**src/rtl/imm_gen_pkg.sv**
```systemverilog
// Shared opcode constants, format codes and the decoded-result record
// used by the pipelined RV immediate generator.
package imm_gen_pkg;

    localparam logic [6:0] OPC_LOAD   = 7'b0000011;
    localparam logic [6:0] OPC_OPIMM  = 7'b0010011;
    localparam logic [6:0] OPC_JALR   = 7'b1100111;
    localparam logic [6:0] OPC_STORE  = 7'b0100011;
    localparam logic [6:0] OPC_BRANCH = 7'b1100011;
    localparam logic [6:0] OPC_LUI    = 7'b0110111;
    localparam logic [6:0] OPC_AUIPC  = 7'b0010111;
    localparam logic [6:0] OPC_JAL    = 7'b1101111;
    localparam logic [6:0] OPC_OP     = 7'b0110011;

    typedef enum logic [2:0] {
        FMT_R = 3'd0,
        FMT_I = 3'd1,
        FMT_S = 3'd2,
        FMT_B = 3'd3,
        FMT_U = 3'd4,
        FMT_J = 3'd5
    } fmt_e;

    // imm is carried at the widest legal XLEN; narrower builds use the low bits
    typedef struct packed {
        logic [63:0] imm;
        fmt_e        fmt;
        logic        illegal;
        logic [31:0] instr;
    } result_t;

endpackage

```
**src/rtl/imm_decode.sv**
```systemverilog
// Combinational opcode decode and immediate assembly for all RV base
// formats; immediates are sign-extended from instr[31] to XLEN.
module imm_decode
    import imm_gen_pkg::*;
#(
    parameter int XLEN = 64
) (
    input  logic [31:0] instr,
    output result_t     res
);

    logic [31:0]     imm32;
    logic [XLEN-1:0] imm_x;

    always_comb begin
        res         = '0;
        res.fmt     = FMT_R;
        res.instr   = instr;
        imm32       = '0;
        case (instr[6:0])
            OPC_LOAD, OPC_OPIMM, OPC_JALR: begin
                res.fmt = FMT_I;
                imm32   = {{20{instr[31]}}, instr[31:20]};
            end
            OPC_STORE: begin
                res.fmt = FMT_S;
                imm32   = {{20{instr[31]}}, instr[31:25], instr[11:7]};
            end
            OPC_BRANCH: begin
                res.fmt = FMT_B;
                imm32   = {{20{instr[31]}}, instr[7], instr[30:25], instr[11:8], 1'b0};
            end
            OPC_LUI, OPC_AUIPC: begin
                res.fmt = FMT_U;
                imm32   = {instr[31:12], 12'b0};
            end
            OPC_JAL: begin
                res.fmt = FMT_J;
                imm32   = {{12{instr[31]}}, instr[19:12], instr[20], instr[30:21], 1'b0};
            end
            OPC_OP:  res.fmt     = FMT_R;
            default: res.illegal = 1'b1;
        endcase
        imm_x   = XLEN'($signed(imm32));
        res.imm = 64'($signed(imm_x));
    end

endmodule

```
**src/rtl/imm_gen_pipe.sv**
```systemverilog
// Pipelined immediate generator: output register plus one-entry skid behind
// a valid/ready handshake. Optional illegal counter: define IMM_ILL_CNT_EN.
module imm_gen_pipe
    import imm_gen_pkg::*;
#(
    parameter int XLEN      = 64,
    parameter int ILL_CNT_W = 16
) (
    input  logic                 clk,
    input  logic                 rst_n,
    input  logic                 in_valid,
    output logic                 in_ready,
    input  logic [31:0]          in_instr,
    output logic                 out_valid,
    input  logic                 out_ready,
    output logic [XLEN-1:0]      out_imm,
    output logic [2:0]           out_fmt,
    output logic                 out_illegal,
    output logic [31:0]          out_instr
`ifdef IMM_ILL_CNT_EN
    ,
    output logic [ILL_CNT_W-1:0] ill_cnt
`endif
);

    result_t dec;
    result_t out_res;
    result_t skid_res;
    logic    skid_valid;
    logic    in_fire;
    logic    out_fire;
    logic    out_free;

    imm_decode #(.XLEN(XLEN)) u_decode (
        .instr (in_instr),
        .res   (dec)
    );

    // in_ready comes straight from the skid flop, so it never sees out_ready
    assign in_ready = !skid_valid;
    assign in_fire  = in_valid && in_ready;
    assign out_fire = out_valid && out_ready;
    assign out_free = !out_valid || out_ready;

    always_ff @(posedge clk or negedge rst_n) begin
        if (!rst_n) begin
            out_valid  <= 1'b0;
            out_res    <= '0;
            skid_valid <= 1'b0;
            skid_res   <= '0;
        end else if (skid_valid) begin
            if (out_free) begin
                out_res    <= skid_res;
                out_valid  <= 1'b1;
                skid_valid <= 1'b0;
            end
        end else if (in_fire) begin
            if (out_free) begin
                out_res   <= dec;
                out_valid <= 1'b1;
            end else begin
                skid_res   <= dec;
                skid_valid <= 1'b1;
            end
        end else if (out_free) begin
            out_valid <= 1'b0;
        end
    end

    assign out_imm     = out_res.imm[XLEN-1:0];
    assign out_fmt     = out_res.fmt;
    assign out_illegal = out_res.illegal;
    assign out_instr   = out_res.instr;

`ifdef IMM_ILL_CNT_EN
    always_ff @(posedge clk or negedge rst_n) begin
        if (!rst_n) begin
            ill_cnt <= '0;
        end else if (out_fire && out_res.illegal && (ill_cnt != '1)) begin
            ill_cnt <= ill_cnt + ILL_CNT_W'(1);
        end
    end
`else
    logic [ILL_CNT_W-1:0] unused_cnt_w;
    logic                 unused_fire;
    assign unused_cnt_w = '0;
    assign unused_fire  = out_fire;
`endif

endmodule

```
**config.mk**
```make
export PLATFORM = sky130hd
export DESIGN_NAME = imm_gen_pipe
export DESIGN_NICKNAME = d
export VERILOG_FILES = /design/src/rtl/imm_gen_pkg.sv /design/src/rtl/imm_decode.sv /design/src/rtl/imm_gen_pipe.sv
export SDC_FILE = /design/constraint.sdc
export NUM_CORES = 1
export LEC_CHECK = 0
export CAP_MARGIN = 20
export CELL_PAD_IN_SITES_DETAIL_PLACEMENT = 0
export CELL_PAD_IN_SITES_GLOBAL_PLACEMENT = 1
export CORE_ASPECT_RATIO = 2
export CORE_MARGIN = 1.5
export CORE_UTILIZATION = 39
export DETAILED_ROUTE_END_ITERATION = 6
export PLACE_DENSITY_LB_ADDON = 0.1
export SYNTH_ARGS = -nofsm -noshare
export SYNTH_HDL_FRONTEND = slang
export SYNTH_SLANG_ARGS = --single-unit
export TNS_END_PERCENT = 30
```
**constraint.sdc**
```tcl
create_clock -name clk -period 1.8 [get_ports clk]
set_input_delay 0.45 -clock clk [delete_from_list [all_inputs] [get_ports clk]]
set_output_delay 0.45 -clock clk [all_outputs]
set_load 0.02 [all_outputs]
```
### Yosys cells after proc, flatten, opt, wreduce, memory -nomap -nowiden

Index checks and enable logic that the tools add are counted.
Widths: inputs -> output; s select.

* flip-flop bits (word level): 170
* bits in latches: 0
* memory bits (writable): 0
* ROM bits: 0
* bits of input ports: 36
* output and inout bits: 102
* logic and storage cells: 46
* memories: 0

* $add $sub $neg: 0
* multiply operators: 0
* div/mod/pow operators: 0
* $lt $le $gt $ge: 0
* eq/ne operators: 9
* shift operators: 0
* multiplexer cells: 14
* bitwise logic cells: 2
* reductions and logical operators: 11

Operators by type and width (number)
* $mux 100: 4
* $pmux 32 s5: 1
* $eq 7x6->1 const B: 3
* $eq 7x7->1 const B: 3
* $pmux 3 s5: 1
* $eq 7x5->1 const B: 2
* $reduce_or 9->1: 1
* $mux 1: 8
* $eq 7x2->1 const B: 1
* $reduce_and 3->1: 1
* $reduce_bool 3->1: 1
* $reduce_or 3->1: 1
* $logic_not 1->1: 2
* $not 1->1: 2
* $reduce_and 2->1: 1
* $reduce_bool 2->1: 1
* $reduce_or 2->1: 1
* $logic_and 1x1->1: 1
* $logic_or 1x1->1: 1

### Depth between registers and ports, before layout

* word-level depth: 6
* gate-level depth with buffers: 7
* depth with buffers taken out: 4

### By module

Synthesis repeated with hierarchy kept, for this count alone.

* cell total of the unflattened synthesis: 679
* area total of the unflattened synthesis: 10795.4 sq um

By module, submodules not included
* imm_gen_pipe: instances 1, cells each 542, area an instance 9773.1 sq um, seq. area each 5054.8 sq um
* imm_decode: instances 1, cells each 137, area an instance 1022.2 sq um, seq. area each 0.0 sq um

### Worst setup path before layout

No wires, ideal clock.

* path type: input to register
* start: input port in_instr[4]
* end: register out_res (netlist bit out_imm[12])
* library setup time: 0.071 ns
* data arrival time: 1.681 ns
* data required time: 1.729 ns
* slack: 0.049 ns
* cell stages on the path: 5
* buffers on the path: 1
* cell sequence: buf_4 or3b_4 a2111oi_4 o211ai_1 nand4_1

* cells in the longest elaborated chain, start to end: 6
* elaborated cells between the ends (all ways): 14
* those cells by class: eq/ne (8); mux (4); reduce/logical (2)

RTL lines
* from (decl): line imm_gen_pipe.sv:13 `input logic [31:0] in_instr,`
* $eq 7x2->1 (tied with other cells): line imm_decode.sv:20 `case (instr[6:0])`
* $reduce_or 3->1 or $reduce_or 2->1 (tied branches)
* $pmux 32 s5 (*): line imm_decode.sv:20
* $mux 100 (*): line imm_gen_pipe.sv:58 `if (out_free) begin`
* $mux 100 (*): line imm_gen_pipe.sv:57 `end else if (in_fire) begin`
* $mux 100 (*): line imm_gen_pipe.sv:51 `end else if (skid_valid) begin`
* to (signal assigned): line imm_gen_pipe.sv:53 `out_res <= skid_res;`
* to (decl): line imm_gen_pipe.sv:27 `result_t out_res;`

Mark *: on every way between the ends. The rest lies on a longest branch, timed or not. The select of a mux whose other input is x is not followed.
A chain may end at the register's enable or synchronous reset.

### Final worst setup path

* start: input port in_instr[7]
* end: register out_res (netlist bit out_imm[11])

* cells in the longest elaborated chain, start to end: 4

RTL lines (line)
* $pmux 32 s5: imm_decode.sv:20
* $mux 100: imm_gen_pipe.sv:58
* $mux 100: imm_gen_pipe.sv:57
* $mux 100: imm_gen_pipe.sv:51

Every way passes these cells. The select of a mux whose other input is x is not followed.

==> results.ini <==
[setup_path]
path_delay_family = compound AO/OA/AOI/OAI gates
start_kind = input port
cp_slowest_cell = clkdlybuf4s50_1
crit_path_max_fanout = 2
required_ps = 2130
cp_num_buf_inv = 1
setup.worst_path.end_class = flop
slowest_delay_ps = 490
crit_top_cell = a211oi_1
arrival_ps = 2160
timing.critical_path.cells = clkdlybuf4s50_1, or3b_2, a211oi_1, a211oi_1, o211ai_1
crit_type = input port to flop

[yosys]
synthArstFlopShare_pct = 100
netlist_area_um2 = 6410
ys.flop_type = dfrtp_1
synth_xor_area_share_pct = 0
synthAdderAreaFrac_pct = 0
synth-edff-count = 0
synth_seq_cells = 138
synth-compound-area-share_pct = 15.0
yosysWarnings = 0
synthMuxAreaShare_pct = 5.00
yosysSeqAreaShare_pct = 53.9
avgSynthCellArea_um2 = 9.69
synth_cell_types = 45
syn-num-nets = 698
synth_top_family_by_area = simple AND/OR/NAND/NOR gates
yosys.area_share.simple_pct = 19.0
synth_cells = 662

[pwr]
powerDensity_nw_per_um2 = 1090
ir_drop_v = 0.000697
power.leakage_nw = 4.15
power_mw = 9.58

[floorplan]
pin_count = 138
die-area_um2 = 17300
die_w_um = 93.7
start_util_pct = 39.6
coreArea_um2 = 16200
die-height_um = 184
fp-row-count = 66

[clock_tree]
clk_latency_ps = 420
clk_pin_slew_worst_paths_ps = 60
cts_sinks = 138
clk_path_buf_depth = 2
cts_buffers = 17
cts-root-buf = clkbuf_16
cts_tree = done
htree_num_levels = 4

[run]
maxCapViolCount = 0

[placement]
place_area_um2 = 8300
place_ws_ps = -697
globalplace.congestion = 0.813
io_buffer_count = 137
place_hpwl_mm = 13.5

[run_status]
status = finished, violations left
violations = setup timing

[grt]
grt_max_degree = 48
track_usage_pct = 22.9
grt_pass1_wl_mm = 29.8
grt_pass1_vias = 5477
overflow = 0
antenna_found_initial = 0

[cells_and_area]
fin_nets = 858
diodes = 0
final_core_util_pct = 54.4
syn_to_final_growth_pct = 37.4
drive_gt1_share_pct = 20.2
stdcell_area_um2 = 8810

[sta]
rsz0062_at_grt = true
setup_viol = 1
hold_violations = 0
finalCriticalPeriod_ps = 1830
skew_ps = 12.8
setup_tns_ps = -28.3
relSlewSlack_pct = 68.2
min_period_over_period_pct = 102
tightest_slew_ps = 477
finalWorstSetupSlack_ps = -28.3
slew_violations = 0
fmax_mhz = 547

[detailed_routing]
drtIter0Drc = 315
drtPass1Iterations = 5
postRouteAntennaNets = 0
wire_per_inst_um = 18.2
vias = 5479
routed_wl_mm = 18.9
drc = 0
viasPerCell = 5.27

[min_path]
hp-class = input port to flop

==> area by class of cell <==
type                       instances  area (um2)
clock buffer                      19         433
clock inverter                    13         170
fill                            1526        7380
inverter                           3        11.3
multi-input combinational        447        2600
sequential                       138        3450
tap                              204         255
timing repair buffer             215        1880
==> final timing paths <==
check	startpoint	to	slack (ps)	depth (start not counted)
worst max-delay path	in_instr[7]	out_imm[11]$_DFFE_PN0P_	-30	5
worst min-delay path	in_instr[0]	skid_res[0]$_DFFE_PN0P_	420	4
worst max register to register	skid_valid$_DFF_PN0_	skid_res[37]$_DFFE_PN0P_	170	6
worst min register to register	out_instr[19]$_DFFE_PN0P_	out_instr[19]$_DFFE_PN0P_	470	2
max in group asynchronous	rst_n	out_instr[29]$_DFFE_PN0P_	640	3
min in group asynchronous	rst_n	out_imm[19]$_DFFE_PN0P_	540	2
==> timing repair <==
item                                    CTS  global route
hold endpoints to repair                 43             0
hold buffers                              1             0
cloned                                    1             1
pin swaps                                 2             3
endpoints found under the setup margin  169            94
setup buffers                             0             3
resized for setup                       109            79
==> synth_stat cells (2+ instances only) <==
cell / number / area (um2)
a211oi_1: 3 / 22.5
a21o_1: 2 / 15.0
a21oi_1: 15 / 75.1
a21oi_2: 13 / 114
a221o_1: 8 / 80.1
a221oi_1: 9 / 78.8
and2_1: 2 / 12.5
buf_1: 6 / 22.5
buf_2: 6 / 30.0
buf_4: 33 / 248
buf_6: 4 / 45.0
clkbuf_1: 26 / 97.6
dfrtp_1: 138 / 3450
inv_1: 3 / 11.3
mux2i_1: 32 / 320
nand2_1: 183 / 687
nand2b_1: 2 / 12.5
nand3_1: 20 / 100
nand4_1: 8 / 50.1
nor2_1: 25 / 93.8
nor2b_1: 2 / 12.5
nor3_1: 2 / 10.0
nor4b_1: 2 / 17.5
o211ai_1: 18 / 135
o21ai_0: 65 / 325
o21ai_1: 3 / 15.0
or3_1: 14 / 87.6
==> where the power goes <==
group	total, mW	switching, mW	internal [mW]	leakage (nW)
Combinational	2.16	1.32	0.847	2.12
Sequential	3.84	0.262	3.58	1.75
Clock	3.57	1.38	2.19	0.284
==> worst min-delay path: cells and delay by family <==
kind / cells / cell delay, ps
AND/OR/NAND/NOR: 2 / 80
buffers and inverters: 2 / 270
==> registers in the layout (all words and copies together), names as in the netlist <==
register and cells:
out_illegal 1, skid_res 68, out_fmt 3, out_instr 32, out_imm 32, skid_valid 1, out_valid 1
==> layout by cell type, fill, tap and decap left out, types with 15 or more instances in the layout <==
cell             instances
a21oi_1                 15
buf_4                   63
clkbuf_16               17
clkbuf_2                27
clkdlybuf4s50_1         28
dfrtp_1                137
dlygate4sd2_1           71
mux2i_1                 32
nand2_1                182
nand3_1                 20
nor2_1                  25
o211ai_1                18
o21ai_0                 63
==> layer usage <==
| layer | track usage (%) | part of all wire, % | up-vias |
|---|---|---|---|
| li1 | - | - | 2580 |
| met1 | 25.1 | 37 | 2689 |
| met2 | 42.2 | 55 | 178 |
| met3 | 4.74 | 4.6 | 32 |
| met4 | 9.13 | 2.9 | 0 |
| met5 | 0 | 0 | - |
==> metrics by stage <==
stage	instances	hold WS, ps
floorplan	662	154
global placement	1001	425
detailed placement	1001	432
CTS	1035	477
global route	1039	442
finish	1039	420
==> cell families after synthesis <==
family                 count (synthesis)
and+or+nand+nor                      272
AOI/OAI and AO/OA                    142
DFF                                  138
buffers and inverters                 78
muxes                                 32
(Power assumes the default switching activity.)
